## src/rtl/nbl_pkg.sv

```systemverilog
// Shared types and ioInputs field positions for the neuron buffer loader.
package nbl_pkg;

    typedef enum logic [2:0] {
        ST_IDLE,
        ST_WR,
        ST_RD_ISSUE,
        ST_RD_WAIT,
        ST_RD_HOLD,
        ST_FIN
    } nbl_state_t;

    localparam logic MODE_WR = 1'b1;
    localparam logic MODE_RD = 1'b0;

    // Field offsets depend on the instance's W/depth, so they are functions.
    function automatic int sel_bit(input int w, input int d);
        return w + d + 1;
    endfunction

    function automatic int wr_bit(input int w, input int d);
        return w + d;
    endfunction

    function automatic int bank_msb(input int w, input int d);
        return w + d - 1;
    endfunction

endpackage

```

## src/rtl/nbl_index_gen.sv

```systemverilog
// Word index counter: latches base/count, yields bank, row address and last-word flag.
module nbl_index_gen
    import nbl_pkg::*;
#(
    parameter int depth = 2,
    parameter int A     = 7,
    parameter int CW    = A + depth
) (
    input  logic             CLK,
    input  logic             RST,
    input  logic             load,
    input  logic             advance,
    input  logic [A-1:0]     base_addr,
    input  logic [CW-1:0]    word_count,
    output logic [depth-1:0] bank,
    output logic [A-1:0]     address,
    output logic             last
);

    logic [CW-1:0] idx;
    logic [A-1:0]  base_q;
    logic [CW-1:0] cnt_q;

    always_ff @(posedge CLK or posedge RST) begin
        if (RST) begin
            idx    <= '0;
            base_q <= '0;
            cnt_q  <= '0;
        end else if (load) begin
            idx    <= '0;
            base_q <= base_addr;
            cnt_q  <= word_count;
        end else if (advance) begin
            idx <= idx + CW'(1);
        end
    end

    // Upper index bits are exactly A wide, so the sum wraps modulo 2^A.
    assign bank    = idx[depth-1:0];
    assign address = base_q + idx[CW-1:depth];
    assign last    = (idx == cnt_q - CW'(1));

endmodule

```

## src/rtl/neuron_buffer_loader.sv

```systemverilog
// Host-side scatter/gather controller for the neuron buffer IO port.
// Optional build macro: NBL_RANGE_CHECK_EN (reject transfers running past the last row).
module neuron_buffer_loader
    import nbl_pkg::*;
#(
    parameter int depth  = 2,
    parameter int A      = 7,
    parameter int W      = 16,
    parameter int RD_LAT = 1,
    parameter int CW     = A + depth
) (
    input  logic               CLK,
    input  logic               RST,
    input  logic               start,
    input  logic               mode,
    input  logic [A-1:0]       base_addr,
    input  logic [CW-1:0]      word_count,
    input  logic [W-1:0]       in_data,
    input  logic               in_valid,
    output logic               in_ready,
    output logic [W-1:0]       out_data,
    output logic               out_valid,
    input  logic               out_ready,
    output logic [W+depth+1:0] ioInputs,
    input  logic [W-1:0]       ioOutputs,
    output logic [A-1:0]       address,
    output logic               busy,
    output logic               done,
    output logic               error
);

    localparam int SEL_B  = sel_bit(W, depth);
    localparam int WR_B   = wr_bit(W, depth);
    localparam int BANK_M = bank_msb(W, depth);
    localparam int WCW    = (RD_LAT > 1) ? $clog2(RD_LAT) : 1;

    nbl_state_t       state;
    logic [WCW-1:0]   wcnt;
    logic             accept;
    logic             advance;
    logic             range_bad;
    logic [depth-1:0] ig_bank;
    logic [A-1:0]     ig_addr;
    logic             ig_last;

    assign accept  = (state == ST_IDLE) && start;
    assign advance = ((state == ST_WR) && in_valid) || ((state == ST_RD_HOLD) && out_ready);

    nbl_index_gen #(
        .depth(depth),
        .A    (A),
        .CW   (CW)
    ) u_index (
        .CLK       (CLK),
        .RST       (RST),
        .load      (accept),
        .advance   (advance),
        .base_addr (base_addr),
        .word_count(word_count),
        .bank      (ig_bank),
        .address   (ig_addr),
        .last      (ig_last)
    );

`ifdef NBL_RANGE_CHECK_EN
    localparam int RW = CW + 2;
    localparam int D  = 1 << depth;

    logic [RW-1:0] rows;
    logic          err_q;

    always_comb begin
        rows      = (RW'(word_count) + RW'(D - 1)) >> depth;
        range_bad = (RW'(base_addr) + rows) > (RW'(1) << A);
    end

    always_ff @(posedge CLK or posedge RST) begin
        if (RST)
            err_q <= 1'b0;
        else if (accept)
            err_q <= range_bad;
    end

    assign error = err_q;
`else
    assign range_bad = 1'b0;
    assign error     = 1'b0;
`endif

    always_ff @(posedge CLK or posedge RST) begin
        if (RST) begin
            state     <= ST_IDLE;
            wcnt      <= '0;
            out_data  <= '0;
            out_valid <= 1'b0;
        end else begin
            case (state)
                ST_IDLE: begin
                    if (start) begin
                        if (word_count == '0 || range_bad)
                            state <= ST_FIN;
                        else if (mode == MODE_WR)
                            state <= ST_WR;
                        else
                            state <= ST_RD_ISSUE;
                    end
                end
                ST_WR: begin
                    if (in_valid && ig_last)
                        state <= ST_FIN;
                end
                ST_RD_ISSUE: begin
                    wcnt  <= '0;
                    state <= ST_RD_WAIT;
                end
                ST_RD_WAIT: begin
                    if (wcnt == WCW'(RD_LAT - 1)) begin
                        out_data  <= ioOutputs;
                        out_valid <= 1'b1;
                        state     <= ST_RD_HOLD;
                    end else begin
                        wcnt <= wcnt + WCW'(1);
                    end
                end
                ST_RD_HOLD: begin
                    if (out_ready) begin
                        out_valid <= 1'b0;
                        state     <= ig_last ? ST_FIN : ST_RD_ISSUE;
                    end
                end
                ST_FIN:  state <= ST_IDLE;
                default: state <= ST_IDLE;
            endcase
        end
    end

    assign in_ready = (state == ST_WR);
    assign busy     = (state != ST_IDLE);
    assign done     = (state == ST_FIN);

    // Writes follow in_valid combinationally so the buffer captures on the handshake edge.
    always_comb begin
        ioInputs = '0;
        address  = '0;
        case (state)
            ST_WR: begin
                if (in_valid) begin
                    ioInputs[SEL_B]              = 1'b1;
                    ioInputs[WR_B]               = 1'b1;
                    ioInputs[BANK_M -: depth]    = ig_bank;
                    ioInputs[W-1:0]              = in_data;
                    address                      = ig_addr;
                end
            end
            ST_RD_ISSUE, ST_RD_WAIT: begin
                ioInputs[SEL_B]           = 1'b1;
                ioInputs[BANK_M -: depth] = ig_bank;
                address                   = ig_addr;
            end
            default: ;
        endcase
    end

endmodule

```

## config.mk

```make
export PLATFORM = sky130hd
export DESIGN_NAME = neuron_buffer_loader
export DESIGN_NICKNAME = d
export VERILOG_FILES = /design/src/rtl/nbl_pkg.sv /design/src/rtl/nbl_index_gen.sv /design/src/rtl/neuron_buffer_loader.sv
export SDC_FILE = /design/constraint.sdc
export NUM_CORES = 1
export LEC_CHECK = 0
export CAP_MARGIN = 20
export CELL_PAD_IN_SITES_DETAIL_PLACEMENT = 0
export CELL_PAD_IN_SITES_GLOBAL_PLACEMENT = 2
export CORE_ASPECT_RATIO = 0.8
export CORE_MARGIN = 2
export CORE_UTILIZATION = 25
export DETAILED_ROUTE_END_ITERATION = 16
export PLACE_DENSITY = 0.83
export SLEW_MARGIN = 20
export SYNTH_ARGS = -nofsm -noshare
export SYNTH_HDL_FRONTEND = slang
export SYNTH_HIERARCHICAL = 1
export SYNTH_SLANG_ARGS = --single-unit
```

## constraint.sdc

```tcl
create_clock -name CLK -period 3.55 [get_ports CLK]
set_clock_uncertainty 0.1 [all_clocks]
set_input_delay 0.71 -clock CLK [delete_from_list [all_inputs] [get_ports CLK]]
set_output_delay 0.71 -clock CLK [all_outputs]
set_load 0.03 [all_outputs]
```

==> impl_metrics.toml, run 1 <==
[sta]
rsz0062_at_grt = "no"
fin_hold_ws_ps = 404
timing.fmax_mhz = 306
hold_violations = 0
final_max_slew_viol_count = 0
setup_total_negative_slack_ps = 0
setup_failing_eps_final = 0
slew-limit-headroom_pct = 48.4
post-route-period-util_pct = 92.0
worst_pin_slew_ps = 774
finalCriticalPeriod_ps = 3270

[setup_path]
start_kind = "register"
cp_max_fo = 7
cp.arrival_ps = 2460
criticalPathCategory = "register to primary output"
crit_path_end_kind = "primary output"
r2r_slack_ps = 730
critical_path_required_ps = 2740

[route]
routed_wl_um = 6970
detail-route-antenna-nets = 0
num_vias = 2284
drt_pass1_iterations = 4
routedWlPerCell_um = 13.7
remaining_drc_errors = 0
first_iter_violations = 78
route.detailed.vias_per_inst = 4.48

[grt]
grtUsageTotal_pct = 12.0
vias_in_the_first_global_route = 2261
overflow = 0
antenna_found_initial = 0
grt_first_pass_wirelength_um = 11500
maximum_number_of_pins_on_one_net_before_global_route_repair = 26

[final_layout]
finalNonFillerCells = 510
layout.cells.most_common_list = "sky130_fd_sc_hd__clkdlybuf4s50_1, sky130_fd_sc_hd__dfrtp_1, sky130_fd_sc_hd__nor2_1"
finish.instance_area_mm2 = 0.00413
final_core_util_pct = 38.2
diodes = 0
nNetsFinal = 428
fraction_of_final_layout_cells_with_drive_strength_greater_than_1_pct = 14.5
area_growth_pct = 49.4
final_common_cell = "sky130_fd_sc_hd__clkdlybuf4s50_1"

[yosys]
ys_async_sr_fraction_pct = 100
synth-main-ff-cell = "sky130_fd_sc_hd__dfrtp_1"
synth-seq-cells = 45
synthDistinctLibCells = 51
per_instance_average_area_after_synthesis_um2 = 10.2
postSynthCellCount = 271
post_synth_instance_area_mm2 = 0.00277
ys_seq_area_share_pct = 40.7
synth_enable_flop_cells = 0
ys_warn_count = 6
postSynthNetCount = 334

[floorplanning]
fp-row-count = 34
die-width_um = 122
io_pins = 102
starting_utilization_of_the_core_area_pct = 25.6
die_height_um = 98.1
core-area_mm2 = 0.0108
die_area_mm2 = 0.0119

[clock_network]
cts.path.max_buffers = 2
clkSlewWorstSetupHoldPaths_ps = 60
post-cts-setup-buffers = 0
numCtsBuffers = 5
tritoncts = "done"
cts.sinks = 45
clock_tree.root_cell = "sky130_fd_sc_hd__clkbuf_16"
h_tree_levels = 2
cts.hold.buffers_added = 0
cts-resized-gates = 0
clk-insertion-delay-late_ps = 280

[min_path]
worst_hold_path_type = "register to register"

[placement]
placedCellCount = 501
gp_congestion = 0.745
place_hpwl_um = 5290
io_buffer_count = 100
placed_cell_area_mm2 = 0.00391

[pwr]
static-leakage-power_nw = 1.81
pwr_density_cell_mw_per_mm2 = 872
vdd.ir_drop.worst_v = 0.000373

[status]
run_status = "complete, no violations"

[flow_run]
cap_viol_max_count = 0
cells in the mapped netlist, types with 7 or more instances:
library cell | number | share of area (%)
sky130_fd_sc_hd__dfrtp_1 | 45 | 41
sky130_fd_sc_hd__nor2_1 | 19 | 2.6
sky130_fd_sc_hd__and3_1 | 17 | 3.8
sky130_fd_sc_hd__inv_1 | 17 | 2.3
sky130_fd_sc_hd__mux2_2 | 13 | 5.3
sky130_fd_sc_hd__nand2_1 | 12 | 1.6
sky130_fd_sc_hd__xnor2_1 | 12 | 3.8
sky130_fd_sc_hd__xor2_1 | 12 | 3.8
sky130_fd_sc_hd__a21oi_1 | 11 | 2.0
sky130_fd_sc_hd__and2_1 | 11 | 2.5
sky130_fd_sc_hd__mux2_4 | 10 | 5.4
sky130_fd_sc_hd__ha_1 | 8 | 3.6
sky130_fd_sc_hd__clkbuf_1 | 7 | 0.95
power by group:
part           total [mW]  internal [mW]  switching (mW)
combinational        2.05           1.00            1.05
clock               0.597          0.402           0.195
sequential          0.951          0.743           0.208
critical path, cell delays in order (launching register included):
cell	delay, ps
sky130_fd_sc_hd__dfrtp_1	470
sky130_fd_sc_hd__ha_1	220
sky130_fd_sc_hd__inv_1	60
sky130_fd_sc_hd__fa_1	400
sky130_fd_sc_hd__nor2b_1	130
sky130_fd_sc_hd__o21ai_1	80
sky130_fd_sc_hd__a21boi_1	240
sky130_fd_sc_hd__nor4_1	70
sky130_fd_sc_hd__nor3b_1	180
sky130_fd_sc_hd__and2_1	190
sky130_fd_sc_hd__buf_12	130
logic make-up (layout without fill, tap and decap cells):
kind of cell    after synthesis  count (layout)  share of synthesized area (%)
simple gates                 93              93                           19.0
other cells                   1               1                          0.136
buf+inv                      35             130                           6.43
mux                          30              30                           13.5
flops                        45              45                           40.7
fa+ha+maj                     9               9                           4.34
xor+xnor                     24              24                           7.60
compound gates               34              34                           8.28
through the flow:
step	power (mW)	setup WS [ps]
after global routing	3.85	24.2
after global placement	2.99	280
after detailed placement	3.02	249
final	3.60	283
after floorplan	2.32	871
after CTS	3.64	225
registers in the layout (all words and copies together), names as in the netlist:
| name | cells |
|---|---|
| out_data | 16 |
| out_valid | 1 |
| state | 3 |
| u_index/base_q | 7 |
| u_index/cnt_q | 9 |
| u_index/idx | 9 |
worst paths after layout:
kind	from	endpoint	cells after the start
max	u_index/idx[2]	address[6]	10
min	out_data[13]	out_data[13]	1
max reg2reg	u_index/cnt_q[0]	state[2]	10
min reg2reg	out_data[13]	out_data[13]	1
max in group asynchronous	RST	out_data[12]	2
min in group asynchronous	RST	u_index/cnt_q[1]	2
cell type report:
class / count / area (µm²)
multi-input combinational: 191 / 1460
clock inverter: 3 / 65.1
inverter: 17 / 63.8
fill: 1094 / 6680
timing repair buffer: 105 / 1110
sequential: 45 / 1130
clock buffer: 5 / 125
tap: 144 / 180
layer usage:
layer,wire length (µm),global-route usage (%),vias to the layer above
met2,3180,18.9,58
met5,0,0,-
met4,74,3.18,0
met1,3290,16.6,1094
li1,-,-,1126
met3,425,2.57,6
No activity file was read; power rests on OpenSTA's default activity.
==> inputs of run 2 (changes only) <==
--- a/config.mk
+++ b/config.mk
@@ -11,7 +11,9 @@
 export CORE_ASPECT_RATIO = 0.8
 export CORE_MARGIN = 2
 export CORE_UTILIZATION = 25
+export CTS_BUF_LIST = sky130_fd_sc_hd__clkbuf_4
 export DETAILED_ROUTE_END_ITERATION = 16
+export HOLD_SLACK_MARGIN = 0.03
 export PLACE_DENSITY = 0.83
 export SLEW_MARGIN = 20
 export SYNTH_ARGS = -nofsm -noshare
==> impl_metrics.toml, run 2 (same netlist as run 1, synthesis figures left out) <==
[clock_network]
cts.path.max_buffers = 2
h_tree_levels = 2
clk-insertion-delay-late_ps = 360
cts.sinks = 45
tritoncts = "done"
clock_tree.root_cell = "sky130_fd_sc_hd__clkbuf_4"
cts.hold.buffers_added = 0
numCtsBuffers = 5
clkSlewWorstSetupHoldPaths_ps = 140
post-cts-setup-buffers = 0

[route]
routedWlPerCell_um = 13.7
routed_wl_um = 6990
route.detailed.vias_per_inst = 4.47
num_vias = 2278
first_iter_violations = 67
remaining_drc_errors = 0
drt_pass1_iterations = 4
detail-route-antenna-nets = 0

[grt]
maximum_number_of_pins_on_one_net_before_global_route_repair = 26
vias_in_the_first_global_route = 2263
grt_first_pass_wirelength_um = 11400
antenna_found_initial = 0
overflow = 0
grtUsageTotal_pct = 11.9

[final_layout]
register_bank_with_the_most_flops = "out_data"
diodes = 0
area_growth_pct = 46.4
fraction_of_final_layout_cells_with_drive_strength_greater_than_1_pct = 15.0
largest_reg_flops = 16
final_common_cell = "sky130_fd_sc_hd__clkdlybuf4s50_1"
finish.instance_area_mm2 = 0.00405
layout.cells.most_common_list = "sky130_fd_sc_hd__clkdlybuf4s50_1, sky130_fd_sc_hd__dfrtp_1, sky130_fd_sc_hd__nor2_1"
nNetsFinal = 428
biggestRegsByFlops = "out_data (16), u_index/cnt_q (9), u_index/idx (9)"

[sta]
timing.fmax_mhz = 302
final_max_slew_viol_count = 0
setup_failing_eps_final = 0
worst_pin_slew_ps = 770
slew-limit-headroom_pct = 48.6
hold_violations = 0
rsz0062_at_grt = "no"
setup_total_negative_slack_ps = 0
post-route-period-util_pct = 93.3
finalCriticalPeriod_ps = 3310

[placement]
io_buffer_count = 100
gp_congestion = 0.745
place_hpwl_um = 5290
placed_cell_area_mm2 = 0.00391

[status]
run_status = "complete, no violations"

[setup_path]
cp_max_fo = 18
start_kind = "register"
rr_worst_depth = 10
r2r-start = "u_index/cnt_q[0]"
r2r_slack_ps = 720
criticalPathCategory = "register to primary output"
critical_path_required_ps = 2740
timing.rr.end = "state[2]"
crit_path_end_kind = "primary output"
cp.arrival_ps = 2500

[floorplanning]
die-width_um = 122
io_pins = 102
die_area_mm2 = 0.0119
fp-row-count = 34
die_height_um = 98.1
core-area_mm2 = 0.0108
starting_utilization_of_the_core_area_pct = 25.6

[min_path]
holdPathStages = 1
min-delay-start = "out_data[13]"
worst_hold_path_type = "register to register"
terminating_pin_of_the_worst_hold_path = "out_data[13]"

[flow_run]
cap_viol_max_count = 0

[pwr]
pwr_density_cell_mw_per_mm2 = 839
vdd.ir_drop.worst_v = 0.000349
static-leakage-power_nw = 1.77
[run 2: cell counts in the layout (fill, tap and decap cells not counted)]
Identical to the previous run, type by type.
[run 2: report_power, final]
part           total, mW  internal (mW)  switching, mW
Combinational       2.06           1.00           1.06
Sequential         0.947          0.741          0.207
Clock              0.393          0.218          0.175
Total               3.40           1.96           1.44
[run 2: layout make-up]
cell class,instances,area (µm²)
clock buffer,5,37.5
clock inverter,3,65.1
fill,1103,6760
inverter,17,63.8
multi-input combinational,191,1470
sequential,45,1130
tap,144,180
timing repair buffer,105,1110
[run 2: worst max-delay path by stage]
| stage | from | to | slack [ps] | cells after the start |
|---|---|---|---|---|
| 2_1_floorplan | u_index/idx[3] | address[6] | 870 | 8 |
| 3_3_place_gp | in_valid | ioInputs[17] | 280 | 5 |
| 3_5_place_dp | in_valid | ioInputs[17] | 250 | 5 |
| 4_1_cts | u_index/idx[2] | address[6] | 110 | 10 |
| 5_1_grt | state[2] | ioInputs[11] | 60 | 4 |
| 6_report | state[2] | ioInputs[11] | 240 | 4 |
[run 2: through the flow]
stage                     power [mW]  std cells  setup WS, ps  hold slack [ps]  utilization (%)
after floorplan                 2.32        271           871              362                -
after global placement          2.99        501           280              384             36.2
after global routing            3.63        510          61.4              439             37.5
after detailed placement        3.02        501           249              391             36.2
after CTS                       3.43        509           112              426             37.2
final                           3.40        510           239              421             37.5
[run 2: per-layer routing]
metal  global-route usage (%)  wire length, µm  up-vias
met5                        0                0        -
met2                     18.9             3210       64
li1                         -                -     1126
met3                     2.39              495        5
met4                     3.45               72        0
met1                     16.5             3210     1083
[run 2: critical path, stage by stage, from the launching register on]
cell                              delay [ps]
sky130_fd_sc_hd__dfrtp_1                 560
sky130_fd_sc_hd__nor2b_4                 220
sky130_fd_sc_hd__and2_1                  450
sky130_fd_sc_hd__and3_1                  230
sky130_fd_sc_hd__clkdlybuf4s50_1         670
[run 2: repair_timing]
| item | 4_1_cts | 5_1_grt |
|---|---|---|
| resized for setup | 0 | 2 |
| setup endpoints to repair | 0 | 1 |
| hold endpoints to repair | 0 | 0 |
